[config.mk]
export PLATFORM = sky130hd
export DESIGN_NAME = button_conditioner
export DESIGN_NICKNAME = d
export VERILOG_FILES = /design/src/rtl/button_conditioner_pkg.sv /design/src/rtl/button_conditioner_debounce_cell.sv /design/src/rtl/button_conditioner.sv
export SDC_FILE = /design/constraint.sdc
export NUM_CORES = 1
export LEC_CHECK = 0
export ABC_CLOCK_PERIOD_IN_PS = 2900
export CORE_ASPECT_RATIO = 1.25
export CORE_UTILIZATION = 31
export DETAILED_ROUTE_END_ITERATION = 8
export PLACE_DENSITY = 0.49
export SKIP_CTS_REPAIR_TIMING = 1
export SYNTH_ARGS = -nofsm -noshare
export SYNTH_HDL_FRONTEND = slang
export SYNTH_HIERARCHICAL = 1
export SYNTH_SLANG_ARGS = --single-unit
[constraint.sdc]
create_clock -name clk -period 2.9 [get_ports clk]
set_input_delay 0.29 -clock clk [delete_from_list [all_inputs] [get_ports clk]]
set_output_delay 0.29 -clock clk [all_outputs]
set_load 0.1 [all_outputs]
[src/rtl/button_conditioner_pkg.sv]
// Shared constants for the dispenser panel input stage: debounce defaults, input bit positions
// and a small one-hot helper.
package button_conditioner_pkg;

  localparam int unsigned DebCyclesDef = 500000;  // 10 ms at 50 MHz
  localparam int unsigned CntWDef      = 20;

  localparam int unsigned NumBtn = 6;
  localparam int unsigned NumSw  = 3;

  // btn_raw bit order {Start,Back,N,R,G,A}
  localparam int unsigned IdxA     = 0;
  localparam int unsigned IdxG     = 1;
  localparam int unsigned IdxR     = 2;
  localparam int unsigned IdxN     = 3;
  localparam int unsigned IdxBack  = 4;
  localparam int unsigned IdxStart = 5;

  // sw_raw bit order {Mayor,B[1],B[0]}
  localparam int unsigned IdxB0    = 0;
  localparam int unsigned IdxB1    = 1;
  localparam int unsigned IdxMayor = 2;

  // True when two or more bits of the product group are set.
  function automatic logic multi_hot(input logic [3:0] v);
    return (v & (v - 4'd1)) != 4'd0;
  endfunction

endpackage

[src/rtl/button_conditioner_debounce_cell.sv]
// One input bit: 2-flop synchroniser followed by a stability counter that only accepts a new
// level after DebCycles consecutive differing samples.
module button_conditioner_debounce_cell #(
  parameter int unsigned DebCycles = 4,
  parameter int unsigned CntW      = 3
) (
  input  logic clk_i,
  input  logic rst_i,
  input  logic d_i,
  output logic st_o
);

  localparam logic [CntW-1:0] CntLast = CntW'(DebCycles - 1);

  logic            sync1_q, sync2_q;
  logic            st_q, st_d;
  logic [CntW-1:0] cnt_q, cnt_d;

  always_comb begin
    st_d  = st_q;
    cnt_d = cnt_q;
    if (sync2_q == st_q) begin
      cnt_d = '0;
    end else if (cnt_q == CntLast) begin
      st_d  = sync2_q;
      cnt_d = '0;
    end else begin
      cnt_d = cnt_q + 1'b1;
    end
  end

  always_ff @(posedge clk_i) begin
    if (rst_i) begin
      sync1_q <= 1'b0;
      sync2_q <= 1'b0;
      st_q    <= 1'b0;
      cnt_q   <= '0;
    end else begin
      sync1_q <= d_i;
      sync2_q <= sync1_q;
      st_q    <= st_d;
      cnt_q   <= cnt_d;
    end
  end

  assign st_o = st_q;

endmodule

[src/rtl/button_conditioner.sv]
// Dispenser panel front end: debounces buttons and switches, converts button presses into
// single-cycle pulses and suppresses simultaneous product selections.
module button_conditioner
  import button_conditioner_pkg::*;
#(
  parameter int unsigned DEB_CYCLES = DebCyclesDef,
  parameter int unsigned CNT_W      = CntWDef
) (
  input  logic             clk,
  input  logic             reset,
  input  logic [NumBtn-1:0] btn_raw,
  input  logic [NumSw-1:0]  sw_raw,
  output logic             A,
  output logic             G,
  output logic             R,
  output logic             N,
  output logic             Back,
  output logic             Start,
  output logic [1:0]       B,
  output logic             Mayor,
  output logic             multi_err
);

  logic [NumBtn-1:0] btn_st;
  logic [NumSw-1:0]  sw_st;

  for (genvar i = 0; i < NumBtn; i++) begin : g_btn
    button_conditioner_debounce_cell #(
      .DebCycles (DEB_CYCLES),
      .CntW      (CNT_W)
    ) u_cell (
      .clk_i (clk),
      .rst_i (reset),
      .d_i   (btn_raw[i]),
      .st_o  (btn_st[i])
    );
  end

  for (genvar i = 0; i < NumSw; i++) begin : g_sw
    button_conditioner_debounce_cell #(
      .DebCycles (DEB_CYCLES),
      .CntW      (CNT_W)
    ) u_cell (
      .clk_i (clk),
      .rst_i (reset),
      .d_i   (sw_raw[i]),
      .st_o  (sw_st[i])
    );
  end

  logic [NumBtn-1:0] btn_st_q;
  logic [NumBtn-1:0] rise;
  logic [NumBtn-1:0] pulse_q, pulse_d;
  logic              err_q, err_d;
  logic              multi;

  assign rise  = btn_st & ~btn_st_q;
  assign multi = multi_hot(rise[IdxN:IdxA]);

  always_comb begin
    pulse_d = '0;
    err_d   = multi;
    pulse_d[IdxBack]  = rise[IdxBack];
    pulse_d[IdxStart] = rise[IdxStart];
    // A conflicting product selection is dropped entirely rather than prioritised.
    if (!multi) begin
      pulse_d[IdxN:IdxA] = rise[IdxN:IdxA];
    end
  end

  always_ff @(posedge clk) begin
    if (reset) begin
      btn_st_q <= '0;
      pulse_q  <= '0;
      err_q    <= 1'b0;
    end else begin
      btn_st_q <= btn_st;
      pulse_q  <= pulse_d;
      err_q    <= err_d;
    end
  end

  assign A         = pulse_q[IdxA];
  assign G         = pulse_q[IdxG];
  assign R         = pulse_q[IdxR];
  assign N         = pulse_q[IdxN];
  assign Back      = pulse_q[IdxBack];
  assign Start     = pulse_q[IdxStart];
  assign multi_err = err_q;
  assign B         = {sw_st[IdxB1], sw_st[IdxB0]};
  assign Mayor     = sw_st[IdxMayor];

endmodule

==> results of run 1 <==
[final timing paths]
kind                                       startpoint                                  end  slack [ns]
setup / recovery  g_btn[4].u_cell/cnt_q[0]$_SDFF_PP0_  g_btn[4].u_cell/cnt_q[9]$_SDFF_PP0_        0.68
hold / removal                                  reset    g_sw[0].u_cell/sync1_q$_SDFF_PP0_        0.26
setup reg to reg  g_btn[4].u_cell/cnt_q[0]$_SDFF_PP0_  g_btn[4].u_cell/cnt_q[9]$_SDFF_PP0_        0.68
hold reg to reg                btn_st_q[4]$_SDFF_PP0_                pulse_q[4]$_SDFF_PP0_        0.39
[power by group through the flow]
stage / clock network (W) / registers, W / logic, W
after floorplan: 0 / 0.00311 / 0.0000431
after global placement: 0 / 0.00311 / 0.0000775
after detailed placement: 0 / 0.00311 / 0.0000775
after CTS: 0.00336 / 0.00305 / 0.0000778
after global routing: 0.00348 / 0.00305 / 0.0000856
final: 0.00323 / 0.00305 / 0.0000757
[metrics by stage]
step           total power [W]  hold slack (ns)  utilization  instances
3_5_place_dp           0.00319            0.378        0.331       1490
4_1_cts                0.00649            0.220        0.358       1533
3_3_place_gp           0.00319            0.375        0.331       1490
6_report               0.00635            0.256        0.358       1533
5_1_grt                0.00661            0.267        0.358       1533
2_1_floorplan          0.00315            0.359            -       1099
[critical path, stage by stage (launching register included)]
cell and delay (ns):
dfxtp_1 0.40, ha_1 0.24, nand4_2 0.28, or4_4 0.60
o21ai_4 0.46, nor2_1 0.11
[state kept, by name (all words and copies together), names as in the netlist, 6 cells and up]
signal,count
g_btn.u_cell/cnt_q,120
g_sw.u_cell/cnt_q,60
btn_st_q,6
g_btn.u_cell/st_o,6
g_btn.u_cell/sync1_q,6
g_btn.u_cell/sync2_q,6
pulse_q,6
[cells in the final DEF (no fill, tap or decap), types with 25 or more instances in the layout]
cell,Yosys,final
a21oi_1,45,45
clkbuf_16,0,25
dfxtp_1,220,220
inv_1,45,45
nand2_1,56,56
nand3_1,63,63
nand4_1,36,36
nor2_1,163,163
nor2b_1,28,28
nor3_1,54,54
nor4_1,38,38
o31ai_1,27,27
or3_1,27,27
or4_1,27,27
xnor2_1,117,117
[cell families (layout without fill, tap and decap cells)]
| group | after synthesis | after routing | share of synthesized area |
|---|---|---|---|
| AND/OR/NAND/NOR | 552 | 552 | 0.308 |
| AO/OA/AOI/OAI | 100 | 100 | 0.0696 |
| buffers and inverters | 82 | 109 | 0.0374 |
| adder cells (fa/ha/maj) | 10 | 10 | 0.0127 |
| flip-flops | 220 | 220 | 0.451 |
| XOR/XNOR | 135 | 135 | 0.121 |
[cells in the mapped netlist, drive strengths merged]
| cell type | n | area share |
|---|---|---|
| dfxtp | 220 | 0.45 |
| nor2 | 163 | 0.063 |
| xnor2 | 117 | 0.11 |
| nand3 | 63 | 0.032 |
| nand2 | 56 | 0.022 |
| nand4 | 54 | 0.046 |
| nor3 | 54 | 0.028 |
| a21oi | 45 | 0.023 |
| inv | 45 | 0.017 |
| nor4 | 38 | 0.024 |
| or4 | 36 | 0.031 |
| buf | 28 | 0.017 |
| nor2b | 28 | 0.018 |
| o21ai | 27 | 0.024 |
| o31ai | 27 | 0.021 |
| or3 | 27 | 0.017 |
| xor2 | 18 | 0.016 |
| nand2b | 13 | 0.011 |
| nor4b | 11 | 0.0099 |
| clkbuf | 9 | 0.0035 |
| ha | 9 | 0.012 |
| or2 | 9 | 0.0058 |
| a221oi | 1 | 0.0015 |
| maj3 | 1 | 0.0012 |
[routing by layer]
layer	GRT usage	up-vias
met4	0.0408	0
li1	-	3848
met2	0.205	72
met5	0	-
met1	0.145	3438
met3	0.0180	30
[cell type report]
type,instances,area share
clock buffers,32,0.0641
clock inverters,11,0.0122
inverters,45,0.0152
multi-input cells,797,0.449
flip-flops and latches,220,0.397
well taps,407,0.0459
repair buffers,21,0.0171
==> run metrics, run 1 <==
Final Max Slew Viols 0; fin crit period 2.22 ns; routed vias/inst 4.82; drt wl/cell 12.2 um; full die area 32200 sq um; initial antenna violation count 0; Worst Slack Setup Final 0.677 ns; depth of the worst register-to-register path 5; met1 WL 8680 um; VDD IR-drop max 415 uV; DR WL met2 8950 um; post-route cell area 11100 sq um; Top-Level Pins 21; Via Count 7388; clock network power share 0.509; worst-path fanout max 19; combinational fraction of design power 0.012; Power Internal 0.00505 W; drt total wl 18600 um; Initial Util 0.315; Seq. cell area 4400 sq um; final-report setup violation count 0; core footprint 31000 sq um; CTS Root Cell clkbuf_16; synth unique cells 29; Critical Path RT 3.28 ns; Rows 72; Worst Setup Start Kind flip-flop; n_diodes 0; First-pass DRT Iterations 4; H-Tree Depth 1; fin nets 1129; power share of the sequential group 0.480; All-Layer GR Usage 0.117; Pleak 3.13 nW; Switch Pwr 0.00130 W; clock-pin slew on the worst setup and hold paths 0.06 ns; relative slew slack 0.639; Layout Skew 0.00833 ns; unrepaired setup endpoints after global routing no; GP Congestion 0.733; area of the multi-input gates 4990 sq um; DRC viols 0; final hold vios 0; largest net degree at the start of global routing 57; Layout fillers 3235; Net Count, Synth 1119; fraction of layout cells with a size suffix above 1 0.0924; status completed; die height 200 um; vias in the first global route 6912; Worst EP arrival 2.61 ns; setup total negative slack 0 ns; quantity of I/O buffers inserted on ports 20; Hold Path Cell Cnt 3; top layer in use met4; DR iter-0 viols 284; global-route wire length before repair 32600 um; Synth Warn # 6; Area Growth Syn to Fin 13.8%; grt ovf 0; CTS tree built; sequential area share after synthesis 0.451; placed cell area 10300 sq um; Net Sw Frac 0.205; post-route antenna net violation count 0; Mapped Cells 1099; pwr dens 572 nW/um^2; die width 161 um; Worst Hold Class in2reg; Final period util 0.766; CP Capture Type flip-flop; Netlist Area Pre-Place 9760 sq um; Max Fclk 0.450 GHz; clock network latency to the later pin of the worst-skew pair 0.52 ns; Clock Sinks 220; CP Class reg2reg; worst-margin pin slew 0.539 ns; Mean Syn Cell Area 8.88 sq um; Max-cap violations 0; CTS Buf Count 24; wire length on met3 578 um; FF+latch count, synth 220; clk buf depth 3; worst slack, placed 0.644 ns; Post-DP HPWL 12200 um
Note: power is estimated with default switching activity, not from simulation.
==> inputs of run 2 (changes only) <==
Settings changed: ABC_CLOCK_PERIOD_IN_PS 2900 to 1850, PLACE_DENSITY 0.49 to 0.5.
Clock period 2.9 ns to 1.85 ns, I/O delays scaled along.
==> run metrics, run 2 (synthesis gave the netlist of run 1 again) <==
status completed (unchanged); core footprint 31000 sq um (unchanged); Min Hold Slack 0.0805 ns (was 0.256 ns); First-pass DRT Iterations 4 (unchanged); Layout fillers 3223 (was 3235); full die area 32200 sq um (unchanged); Worst EP arrival 2.16 ns (was 2.61 ns); relative slew slack 0.686 (was 0.639); worst-path fanout max 7 (was 19); DR iter-0 viols 239 (was 284); die width 161 um (unchanged); Area Growth Syn to Fin 22.1% (was 13.8%); Worst Slack Setup Final 0.106 ns (was 0.677 ns); global-route wire length before repair 35100 um (was 32600 um); H-Tree Depth 1 (unchanged); post-route antenna net violation count 0 (unchanged); DRC viols 0 (unchanged); Rows 72 (unchanged); All-Layer GR Usage 0.126 (was 0.117); fin nets 1219 (was 1129); initial antenna violation count 0 (unchanged); Top-Level Pins 21 (unchanged); Final period util 0.943 (was 0.766); Initial Util 0.315 (unchanged); Worst Hold Class in2reg (unchanged); Final Max Slew Viols 0 (unchanged); unrepaired setup endpoints after global routing no (unchanged); Final Core Density 0.384 (was 0.358); CP Class reg2reg (unchanged); VDD IR-drop max 495 uV (was 415 uV); overall power 0.00972 W (was 0.00635 W); Critical Path RT 2.27 ns (was 3.28 ns); routed vias/inst 4.78 (was 4.82); final-report setup violation count 0 (unchanged); Biggest register g_btn.u_cell/cnt_q (unchanged); pwr dens 816 nW/um^2 (was 572 nW/um^2); GP Congestion 0.775 (was 0.733); largest net degree at the start of global routing 20 (was 57); Max Fclk 0.573 GHz (was 0.450 GHz); grt ovf 0 (unchanged); clock-pin slew on the worst setup and hold paths 0.06 ns (about the same); fraction of layout cells with a size suffix above 1 0.161 (was 0.0924); Clock Sinks 220 (unchanged); Max-cap violations 0 (unchanged); Via Count 7751 (was 7388); worst-margin pin slew 0.465 ns (was 0.539 ns); top flop regs g_btn.u_cell/cnt_q (120), g_sw.u_cell/cnt_q (60) (unchanged); CTS Buf Count 25 (was 24); Pleak 3.62 nW (was 3.13 nW); max FFs per register 120 (unchanged); fin crit period 1.74 ns (was 2.22 ns); vias in the first global route 7551 (was 6912); Layout Skew 0.0147 ns (was 0.00833 ns); setup total negative slack 0 ns (unchanged); die height 200 um (unchanged); final hold vios 0 (unchanged); CTS Root Cell clkbuf_16 (unchanged); Worst Setup Start Kind flip-flop (unchanged); worst slack, placed 0.0777 ns (was 0.644 ns); most frequent cells in the layout dfxtp_1 (220), nor2_1 (163), xnor2_1 (117) (unchanged); commonest non-fill, non-tap cell in the layout dfxtp_1 (unchanged); quantity of I/O buffers inserted on ports 20 (unchanged); clock network latency to the later pin of the worst-skew pair 0.52 ns (about the same); CP Capture Type flip-flop (unchanged); FF-to-FF setup slack 0.11 ns (was 0.68 ns); Post-DP HPWL 13800 um (was 12200 um); drt wl/cell 12.2 um (about the same); n_diodes 0 (unchanged); drt total wl 19800 um (was 18600 um); clk buf depth 3 (unchanged); CTS tree built (unchanged)
-- run 2: area by class of cell --
class                           count  area [sq um]  area share
Multi-Input combinational cell    797          5090       0.427
Timing Repair Buffer              110           950      0.0797
Clock buffer                       38           734      0.0617
Clock inverter                      5          56.3     0.00473
Sequential cell                   220          4400       0.370
Inverter                           45           169      0.0142
Tap cell                          407           509      0.0428
-- run 2: through the flow --
stage	cells	cell area, sq um
global route	1622	11900
floorplan	1099	9890
detailed placement	1578	11100
CTS	1621	11900
finish	1622	11900
global placement	1578	11100
-- run 2: where the power goes --
group	internal [W]	switching [W]	total (W)
clock network	0.00286	0.00192	0.00478
logic	0.0000785	0.0000850	0.000163
registers	0.00476	0.0000112	0.00477
-- run 2: worst paths after layout --
path,to,start,cells past startpoint
worst min-delay path,btn_st_q[0]$_SDFF_PP0_,reset,2
worst max-delay path,g_btn[2].u_cell/cnt_q[6]$_SDFF_PP0_,g_btn[2].u_cell/cnt_q[0]$_SDFF_PP0_,6
worst max register to register,g_btn[2].u_cell/cnt_q[6]$_SDFF_PP0_,g_btn[2].u_cell/cnt_q[0]$_SDFF_PP0_,6
worst min register to register,pulse_q[5]$_SDFF_PP0_,btn_st_q[5]$_SDFF_PP0_,1
-- run 2: worst max-delay path, stage by stage (launching register included) --
cell	delay [ns]
dfxtp_1	0.34
ha_2	0.23
nand4_4	0.11
or4_4	0.52
o21ai_4	0.20
buf_4	0.19
nor2_1	0.05
-- run 2: layer usage --
layer,global-route usage,routed length [um],vias to the layer above
li1,-,-,4037
met1,0.159,9530,3615
met2,0.219,9340,73
met3,0.0197,606,26
met4,0.0347,325,0
met5,0,0,-
==> inputs of run 3 (changes only) <==
Settings changed: TNS_END_PERCENT set to 30.
==> results of run 3 <==
No change in the layout: final DEF, timing and power equal those of run 2.
